File: config.mk
export PLATFORM = sky130hd
export DESIGN_NAME = mux157_share_arbiter
export DESIGN_NICKNAME = d
export VERILOG_FILES = /design/src/rtl/mux157_share_arbiter.sv
export SDC_FILE = /design/constraint.sdc
export NUM_CORES = 1
export LEC_CHECK = 0
export BUFFER_PORTS_ARGS = -buffer_cell sky130_fd_sc_hd__buf_2
export CORE_MARGIN = 2
export CORE_UTILIZATION = 50
export CTS_CLUSTER_SIZE = 14
export DETAILED_ROUTE_END_ITERATION = 10
export PLACE_DENSITY_LB_ADDON = 0.15
export SKIP_LAST_GASP = 1
export SYNTH_ARGS = -nofsm -noshare
export SYNTH_HDL_FRONTEND = slang
export SYNTH_SLANG_ARGS = --single-unit
File: constraint.sdc
create_clock -name CLK -period 2.3 [get_ports CLK]
set_clock_uncertainty 0.05 [all_clocks]
set_input_delay 0.115 -clock CLK [delete_from_list [all_inputs] [get_ports CLK]]
set_output_delay 0.115 -clock CLK [all_outputs]
set_load 0.005 [all_outputs]
File: src/rtl/mux157_share_arbiter.sv
// rtl/mux157_share_arbiter.sv - round-robin bounded-hold arbiter sharing one quad 2:1 mux
module mux157_share_arbiter #(
    parameter int MAX_HOLD = 4,
    parameter int CW       = $clog2(MAX_HOLD) + 1
) (
    input  logic       CLK,
    input  logic       RST,
    input  logic       REQ_A,
    input  logic       REQ_B,
    output logic       GNT_A,
    output logic       GNT_B,
    output logic       E,
    output logic       S,
    input  logic [3:0] Y,
    output logic [3:0] DOUT,
    output logic       DVALID,
    output logic       DSRC
);

    typedef enum logic [1:0] {
        IDLE  = 2'd0,
        OWN_A = 2'd1,
        OWN_B = 2'd2
    } state_t;

    localparam logic [CW-1:0] HOLD_LAST = CW'(MAX_HOLD - 1);

    state_t        state_q, state_d;
    logic [CW-1:0] hold_q, hold_d;
    logic          last_q, last_d;
    logic          gnt_a_q, gnt_b_q, e_q, s_q;
    logic          s_d;
    logic [3:0]    dout_q;
    logic          dvalid_q, dsrc_q;

    always_comb begin
        state_d = state_q;
        case (state_q)
            IDLE: begin
                if (REQ_A && REQ_B) state_d = last_q ? OWN_A : OWN_B;
                else if (REQ_A)     state_d = OWN_A;
                else if (REQ_B)     state_d = OWN_B;
            end
            OWN_A: begin
                if (!REQ_A)                            state_d = REQ_B ? OWN_B : IDLE;
                else if (REQ_B && hold_q == HOLD_LAST) state_d = OWN_B;
            end
            OWN_B: begin
                if (!REQ_B)                            state_d = REQ_A ? OWN_A : IDLE;
                else if (REQ_A && hold_q == HOLD_LAST) state_d = OWN_A;
            end
            default: state_d = IDLE;
        endcase
    end

    // The counter restarts on every grant entry, so a direct switch gives the new owner a full window.
    always_comb begin
        hold_d = hold_q;
        if (state_d == IDLE || state_d != state_q) hold_d = '0;
        else if (hold_q != HOLD_LAST)              hold_d = hold_q + CW'(1);
    end

    always_comb begin
        last_d = last_q;
        if (state_d == OWN_A && state_q != OWN_A) last_d = 1'b0;
        if (state_d == OWN_B && state_q != OWN_B) last_d = 1'b1;
    end

    always_comb begin
        s_d = s_q;
        if (state_d == OWN_A) s_d = 1'b0;
        if (state_d == OWN_B) s_d = 1'b1;
    end

    always_ff @(posedge CLK or posedge RST) begin
        if (RST) begin
            state_q  <= IDLE;
            hold_q   <= '0;
            last_q   <= 1'b1;
            gnt_a_q  <= 1'b0;
            gnt_b_q  <= 1'b0;
            e_q      <= 1'b1;
            s_q      <= 1'b0;
            dout_q   <= 4'h0;
            dvalid_q <= 1'b0;
            dsrc_q   <= 1'b0;
        end else begin
            state_q  <= state_d;
            hold_q   <= hold_d;
            last_q   <= last_d;
            gnt_a_q  <= (state_d == OWN_A);
            gnt_b_q  <= (state_d == OWN_B);
            e_q      <= (state_d == IDLE);
            s_q      <= s_d;
            // Capture what the mux drove during the cycle that is ending.
            if (!e_q) begin
                dout_q   <= Y;
                dsrc_q   <= s_q;
                dvalid_q <= 1'b1;
            end else begin
                dvalid_q <= 1'b0;
            end
        end
    end

    assign GNT_A  = gnt_a_q;
    assign GNT_B  = gnt_b_q;
    assign E      = e_q;
    assign S      = s_q;
    assign DOUT   = dout_q;
    assign DVALID = dvalid_q;
    assign DSRC   = dsrc_q;

endmodule

# Word level (Yosys, flattened, before mapping)
# Index checks and enable logic that the tools add are counted.
[op_classes]
add_sub_neg = 1
eq_ne = 9
n_mux = 18
reduce_logical = 11
[ops]
columns = ["operator", "n"]
rows = [
  ["2-to-1 mux 2 bit", 9],
  ["2-to-1 mux 1 bit", 6],
  ["2-to-1 mux 3 bit", 2],
  ["case mux 2 bit (3 select lines)", 1],
  ["nonzero test 2 bit", 3],
  ["logical AND 1 bit", 5],
  ["equality test 2 x 1 -> 1 bit, second input constant", 2],
  ["equality test 2 bit, second input constant", 2],
  ["logical NOT 2 bit", 2],
  ["adder 3 x 1 -> 3 bit, second input constant", 1],
  ["equality test 3 x 2 -> 1 bit, second input constant", 1],
  ["inequality test 3 x 2 -> 1 bit, second input constant", 1],
  ["inequality test 2 x 1 -> 1 bit, second input constant", 1],
  ["inequality test 2 bit", 1],
  ["inequality test 2 bit, second input constant", 1],
  ["logical OR 1 bit", 1],
]
[totals]
register_bits = 16
in_bits = 8
output_inout_bits = 10
word_cells = 49

# Logic depth before layout (Yosys ltp)
# Gate-level depths: netlist of the first run.
[logic_depth]
word_depth = 9
depth_mapped = 10
ltp_nobuf = 9

# Worst setup path after synthesis of the first run
# Ideal clock, no wire load.
[synth_path]
kind = "register -> register"
from = "reg hold_q[0]"
to = "reg s_q (netlist: S)"
setup_ns = 0.125
t_arrival_ns = 1.849
t_required_ns = 2.125
setup_slack_ns = 0.277
path_stages_with_launch = 9
path_buffers = 1
synth_period_minus_slack_ns = 2.023
cell_sequence = "dfrtp_1 ha_1 ha_1 buf_6 a22o_1 nand2_1 nand3_1 ha_1 mux2_2"
[synth_between]
elab_chain_len = 7
elab_cells_between_ends = 12
classes_between = "eq/ne (3); mux (6); reduce/logical (3)"
[synth_rtl]
columns = ["element", "line", "source"]
rows = [
  ["from (decl)", "29", "logic [CW-1:0] hold_q, hold_d;"],
  ["from (signal assigned)", "89", "hold_q <= hold_d;"],
  ["equality test 3 x 2 -> 1 bit *", "46, 50", ""],
  ["logical AND 1 bit (on tied branches)", "50, 46", ""],
  ["2-to-1 mux 2 bit (on tied branches)", "50, 46", ""],
  ["2-to-1 mux 2 bit (on tied branches)", "49, 45", ""],
  ["case mux 2 bit (3 select lines) *", "38", "case (state_q)"],
  ["equality test 2 bit / equality test 2 x 1 -> 1 bit (equally long branches)", "72, 71", ""],
  ["2-to-1 mux 1 bit / nonzero test 2 bit (equally long branches)", "-", ""],
  ["to (signal assigned)", "83", "s_q <= 1'b0;"],
  ["to (signal assigned)", "94", "s_q <= s_d;"],
  ["to (decl)", "31", "logic gnt_a_q, gnt_b_q, e_q, s_q;"],
]
# Every way passes the cells marked *; elsewhere a longest branch is shown, timed or not.
# A chain may end at the register's enable or synchronous reset.

# Worst setup path after layout of the first run
# Same ends and word-level chain as after synthesis.

==> impl_metrics.env, run 1 <==
export IMPL_grt_setup_unrepaired="no"
export IMPL_synthAdderAreaFrac=0.0804
export IMPL_first_pass_iters=5
export IMPL_antenna_found_initial=0
export IMPL_power_density_mw_per_mm2=901
export IMPL_grt_pass1_vias=543
export IMPL_place_hpwl_um=945
export IMPL_cts_htree_levels=1
export IMPL_netlist_area_um2=778
export IMPL_ys_types=27
export IMPL_routed_wl_um=1320
export IMPL_report_final_slew_viol_count=0
export IMPL_ys_warn_count=0
export IMPL_crit_path_max_fanout=5
export IMPL_maxCapViolations=0
export IMPL_grt_pass1_wl_um=2370
export IMPL_clockBufferDepth=2
export IMPL_syn_nets=79
export IMPL_grt_use_met2=0.263
export IMPL_syn_inst=66
export IMPL_insertion_delay_ns=0.29
export IMPL_final_cell_mix="buf_2, dfrtp_1, mux2_2, nand2_1, ha_1"
export IMPL_drive_gt1_frac=0.379
export IMPL_first_iter_violations=8
export IMPL_portBuffers=17
export IMPL_critPathCaptureType="register"
export IMPL_reg2reg_slack_ns=0.22
export IMPL_area_growth_synth_to_final_pct=18.8
export IMPL_synth_simple_gate_area_frac=0.135
export IMPL_worstMarginPinSlew_ns=0.585
export IMPL_gp_routability_congestion=0.811
export IMPL_whs_path_depth=2
export IMPL_critPathLaunchType="register"
export IMPL_synth_area_per_cell_um2=11.8
export IMPL_dieHeight_um=43.5
export IMPL_reg2reg_to="S"
export IMPL_cts_inserted_buffers=3
export IMPL_report_final_hold_viol_count=0
export IMPL_num_rows=14
export IMPL_vias_per_cell=5.42
export IMPL_setup_viol=0
export IMPL_fin_crit_sh=0.904
export IMPL_finalSetupTns_ns=0
export IMPL_root_buffer="clkbuf_4"
export IMPL_num_nets_final=101
export IMPL_cts_setup_buffers=0
export IMPL_ant_nets=0
export IMPL_synth_seq_cells=16
export IMPL_ir_drop_mv=0.626
export IMPL_io_pins=18
export IMPL_r2r_start="hold_q[0]"
export IMPL_hold_end="DOUT[1]"
export IMPL_grt_overflow_total=0
export IMPL_status="finished, final reports clean"
export IMPL_grt_util_met3=0.0500
export IMPL_clk_pin_slew_ns=0.10
export IMPL_met1_usage=0.236
export IMPL_hp_start="Y[1]"
export IMPL_muxShareOfSynthArea=0.0997
export IMPL_synth_top_family_by_area="simple AND/OR/NAND/NOR gates"
export IMPL_fp_dieW_um=43.5
export IMPL_gr_max_usage_layer="met2"
export IMPL_yosysSeqAreaShare=0.518
export IMPL_worstSetupPathType="register to register"
export IMPL_slew_headroom=0.610
export IMPL_cts_tree="built"
export IMPL_leakage_uw=0.000457
export IMPL_placed_cell_area_um2=868
export IMPL_drcViolationCount=0
export IMPL_grt_max_degree=17
export IMPL_fin_crit_ns=2.08
export IMPL_synth_compound_area_frac=0.108
export IMPL_yosys_area_share_xor_xnor=0.0113
export IMPL_grt_usage=0.169
export IMPL_start_util=0.523
export IMPL_r2r_cells=8
export IMPL_min_path_type="primary input to register"
export IMPL_dr_total_vias=558
export IMPL_startpoint="hold_q[0]"
export IMPL_avgRoutedWirePerCell_um=12.9
export IMPL_cp_required_ns=2.44
export IMPL_mostFrequentLayoutCell="buf_2"
export IMPL_fmax_ghz=0.481
export IMPL_clock_sinks=16
export IMPL_n_antenna_cell=0
export IMPL_cp_arrival_ns=2.22
export IMPL_core_area_mm2=0.00149
export IMPL_post_route_cell_area_um2=925
export IMPL_dieArea_mm2=0.00189
export IMPL_whs_ns=0.00801
[routing by layer]
metal,part of all wire,up-vias,wire length [um]
li1,-,275,-
met1,0.47,270,619
met2,0.48,11,639
met3,0.037,2,49
met4,0.011,0,15
met5,0,-,0
[power breakdown]
group          switching, uW  total, uW  internal, uW
clock network           90.5        187          96.4
registers               56.1        416           360
logic                    101        231           130
[registers in the layout, indices dropped and copies added, names as in the netlist]
signal,cells
GNT_A,1
DOUT,4
GNT_B,1
hold_q,3
E,1
state_q,2
DSRC,1
S,1
DVALID,1
last_q,1
[worst max path at each step]
stage	to	slack (ns)	cells past startpoint
CTS	S	0.22	8
global placement	S	0.28	8
floorplan	S	0.28	8
detailed placement	S	0.24	8
global route	hold_q[1]	0.09	8
finish	S	0.22	8
[what timing repair did]
| item | 4_1_cts | 5_1_grt |
|---|---|---|
| hold endpoints to repair | 14 | 1 |
| endpoints found under the setup margin | 0 | 0 |
| resized for setup | 0 | 0 |
| hold buffers | 1 | 1 |
[final cells by class]
| cell class | count | area (um^2) |
|---|---|---|
| flip-flops and latches | 16 | 403 |
| fillers | 126 | 564 |
| multi-input cells | 43 | 338 |
| repair buffers | 20 | 113 |
| clock buffers | 4 | 36.3 |
| well taps | 16 | 20.0 |
| inverters | 4 | 15.0 |
[cell families after synthesis]
family	count (synthesis)
compound gates	10
xor+xnor	1
fa+ha+maj	5
buf+inv	7
flops	16
mux	7
simple gates	20
[worst max-delay path, cell delays in order (launching register included)]
cell and delay, ns:
dfrtp_1 0.41, ha_1 0.20, ha_1 0.24, nand2_1 0.10, o311ai_0 0.13, nand2_1 0.11, nand3_1 0.11, ha_1 0.30
mux2_2 0.32
[synthesized netlist by cell type]
library cell  number  area share
a211oi_2           1       0.016
a21boi_1           1      0.0096
a21oi_1            1      0.0064
a22o_1             2       0.023
a311oi_2           1       0.019
and3_1             2       0.016
and3b_1            1       0.011
buf_4              1      0.0096
buf_6              1       0.014
clkbuf_1           1      0.0048
dfrtp_1           14        0.45
dfstp_2            2       0.068
ha_1               5       0.080
inv_1              4       0.019
mux2_2             6       0.087
mux2i_1            1       0.013
nand2_1            6       0.029
nand2_2            1      0.0080
nand2b_1           2       0.016
nand3_1            2       0.013
nor2_1             2      0.0096
nor2b_1            1      0.0080
nor4_1             3       0.024
o211ai_1           1      0.0096
o21ai_0            2       0.013
o311ai_0           1       0.011
xor2_1             1       0.011
[metrics by stage]
step | setup WS, ns | util | cells | power [uW]
after floorplan | 0.277 | - | 66 | 570
after global routing | 0.0857 | 0.621 | 103 | 905
final | 0.221 | 0.621 | 103 | 833
after global placement | 0.282 | 0.583 | 97 | 646
after CTS | 0.221 | 0.614 | 102 | 836
after detailed placement | 0.240 | 0.583 | 97 | 650
No activity file was read; power rests on OpenSTA's default activity.
==> run 2: changes to the inputs <==
--- a/config.mk
+++ b/config.mk
@@ -7,10 +7,10 @@
 export LEC_CHECK = 0
 export BUFFER_PORTS_ARGS = -buffer_cell sky130_fd_sc_hd__buf_2
 export CORE_MARGIN = 2
-export CORE_UTILIZATION = 50
+export CORE_UTILIZATION = 54
 export CTS_CLUSTER_SIZE = 14
 export DETAILED_ROUTE_END_ITERATION = 10
-export PLACE_DENSITY_LB_ADDON = 0.15
+export PLACE_DENSITY_LB_ADDON = 0.3
 export SKIP_LAST_GASP = 1
 export SYNTH_ARGS = -nofsm -noshare
 export SYNTH_HDL_FRONTEND = slang
==> constraint.sdc (replaced) <==
create_clock -name CLK -period 2.5 [get_ports CLK]
set_clock_uncertainty 0.05 [all_clocks]
set_input_delay 0.125 -clock CLK [delete_from_list [all_inputs] [get_ports CLK]]
set_output_delay 0.125 -clock CLK [all_outputs]
set_load 0.005 [all_outputs]
==> run 2 against run 1 <==
Against the previous run: combinational power shrank 9.5%; wire length shrank 8.1%; global-route usage is 0.88 points lower; total power shrank 9.2%; register-to-register slack better by 0.098 ns; hold slack better by 0.015 ns; cell count shrank 2.9%; highest routed layer unchanged; first-iteration DRC count grew 88%; fmax is 4.7% lower; flip-flop and latch count unchanged; critical path depth unchanged; die area fell by 6.7%.
==> impl_metrics.env, run 2 (synthesis results as in run 1) <==
export IMPL_status="finished, final reports clean"
export IMPL_core_area_mm2=0.00132
export IMPL_place_hpwl_um=943
export IMPL_clk_pin_slew_ns=0.09
export IMPL_endpoint="S"
export IMPL_max_stage_delay_ns=0.38
export IMPL_grt_overflow_total=0
export IMPL_cts_setup_buffers=0
export IMPL_n_fill_cell=98
export IMPL_worstSetupPathType="register to register"
export IMPL_root_buffer="clkbuf_4"
export IMPL_largest_reg_flops=4
export IMPL_num_rows=13
export IMPL_r2r_cells=8
export IMPL_fp_dieW_um=42.0
export IMPL_maxCapViolations=0
export IMPL_first_iter_violations=15
export IMPL_r2r_start="hold_q[0]"
export IMPL_num_nets_final=99
export IMPL_clockBufferDepth=2
export IMPL_reg2reg_to="S"
export IMPL_report_final_slew_viol_count=0
export IMPL_critPathCaptureType="register"
export IMPL_portBuffers=17
export IMPL_fmax_ghz=0.459
export IMPL_grt_setup_unrepaired="no"
export IMPL_first_pass_iters=4
export IMPL_utilization=0.688
export IMPL_cp_required_ns=2.62
export IMPL_worstMarginPinSlew_ns=0.576
export IMPL_n_antenna_cell=0
export IMPL_ant_nets=0
export IMPL_area_growth_synth_to_final_pct=16.4
export IMPL_startpoint="hold_q[0]"
export IMPL_io_pins=18
export IMPL_whs_ns=0.0234
export IMPL_drive_gt1_frac=0.376
export IMPL_seq_area_um2=403
export IMPL_reg2reg_slack_ns=0.32
export IMPL_cts_htree_levels=1
export IMPL_insertion_delay_ns=0.27
export IMPL_crit_path_max_fanout=9
export IMPL_cp_common_cell="ha_1"
export IMPL_cts_inserted_buffers=3
export IMPL_avgRoutedWirePerCell_um=12.2
export IMPL_cp_arrival_ns=2.30
export IMPL_vias_per_cell=5.55
export IMPL_fin_crit_sh=0.872
export IMPL_grt_pass1_vias=540
export IMPL_grt_usage=0.160
export IMPL_leakage_uw=0.000447
export IMPL_drcViolationCount=0
export IMPL_antenna_found_initial=0
export IMPL_critPathLaunchType="register"
export IMPL_setup_viol=0
export IMPL_fin_crit_ns=2.18
export IMPL_path_cells="ha_1, ha_1, nand2b_1, o311ai_0, nand2_1, nand3_1, ha_1, mux2_2"
export IMPL_dr_total_vias=555
export IMPL_slew_headroom=0.615
export IMPL_routed_wl_um=1220
export IMPL_grt_max_degree=17
export IMPL_finalSetupTns_ns=0
export IMPL_multi_input_area_um2=338
export IMPL_report_final_hold_viol_count=0
export IMPL_dieHeight_um=42.0
export IMPL_min_path_type="primary input to register"
export IMPL_power_density_mw_per_mm2=835
export IMPL_start_util=0.591
export IMPL_clock_sinks=16
export IMPL_ir_drop_mv=0.477
export IMPL_cts_tree="built"
export IMPL_final_cell_mix="buf_2, dfrtp_1, mux2_2, nand2_1, ha_1"
export IMPL_grt_pass1_wl_um=2210
export IMPL_gp_routability_congestion=0.882
export IMPL_mostFrequentLayoutCell="buf_2"
export IMPL_slowest_stage="dfrtp_1"
export IMPL_p_total_uw=757
export IMPL_dieArea_mm2=0.00176
[run 2: cell count changes in the layout (fill, tap and decap cells not counted)]
cell | previous run | this run
buf_4 | 1 | 0
dlygate4sd3_1 | 2 | 1
[run 2: power breakdown]
group          switching [uW]  total, uW  internal [uW]  leakage (uW)
registers                52.8        384            331      0.000197
clock network            75.5        164           88.5     0.0000210
logic                    91.4        209            118      0.000229
total                     220        757            537      0.000447
[run 2: area by class of cell]
type                       count  share of cell area
clock buffer                   4              0.0401
inverter                       4              0.0166
timing repair buffer          18               0.105
sequential                    16               0.445
multi-input combinational     43               0.373
tap                           15              0.0207
[run 2: worst min path at each step]
| stage | start | endpoint | depth (start not counted) |
|---|---|---|---|
| 6_report | Y[3] | DOUT[3] | 2 |
| 5_1_grt | Y[3] | DOUT[3] | 2 |
| 4_1_cts | Y[3] | DOUT[3] | 2 |
| 3_5_place_dp | RST | DOUT[3] | 2 |
| 3_3_place_gp | RST | hold_q[2] | 2 |
| 2_1_floorplan | RST | DOUT[0] | 1 |
[run 2: metrics by stage]
stage | worst slack [ns] | instance area (um^2) | cells
global route | 0.162 | 906 | 100
detailed placement | 0.348 | 860 | 95
CTS | 0.324 | 906 | 100
finish | 0.319 | 906 | 100
floorplan | 0.477 | 778 | 66
global placement | 0.404 | 860 | 95
[run 2: critical path: cells and delay by family, from the launching register on]
family | cells | cell delay, ns
DFF | 1 | 0.38
muxes | 1 | 0.32
and+or+nand+nor | 3 | 0.40
adders and majority gates | 3 | 0.80
AOI/OAI and AO/OA | 1 | 0.13
[run 2: layer usage]
layer,global-route usage,share of wire
met5,0,0
met4,0.0645,0.0041
met3,0.0304,0.043
met2,0.256,0.49
met1,0.213,0.46
[run 2: what timing repair did]
action,in CTS,in global routing
resized for setup,0,0
hold endpoints to repair,14,0
setup endpoints to repair,0,0
hold buffers,1,0
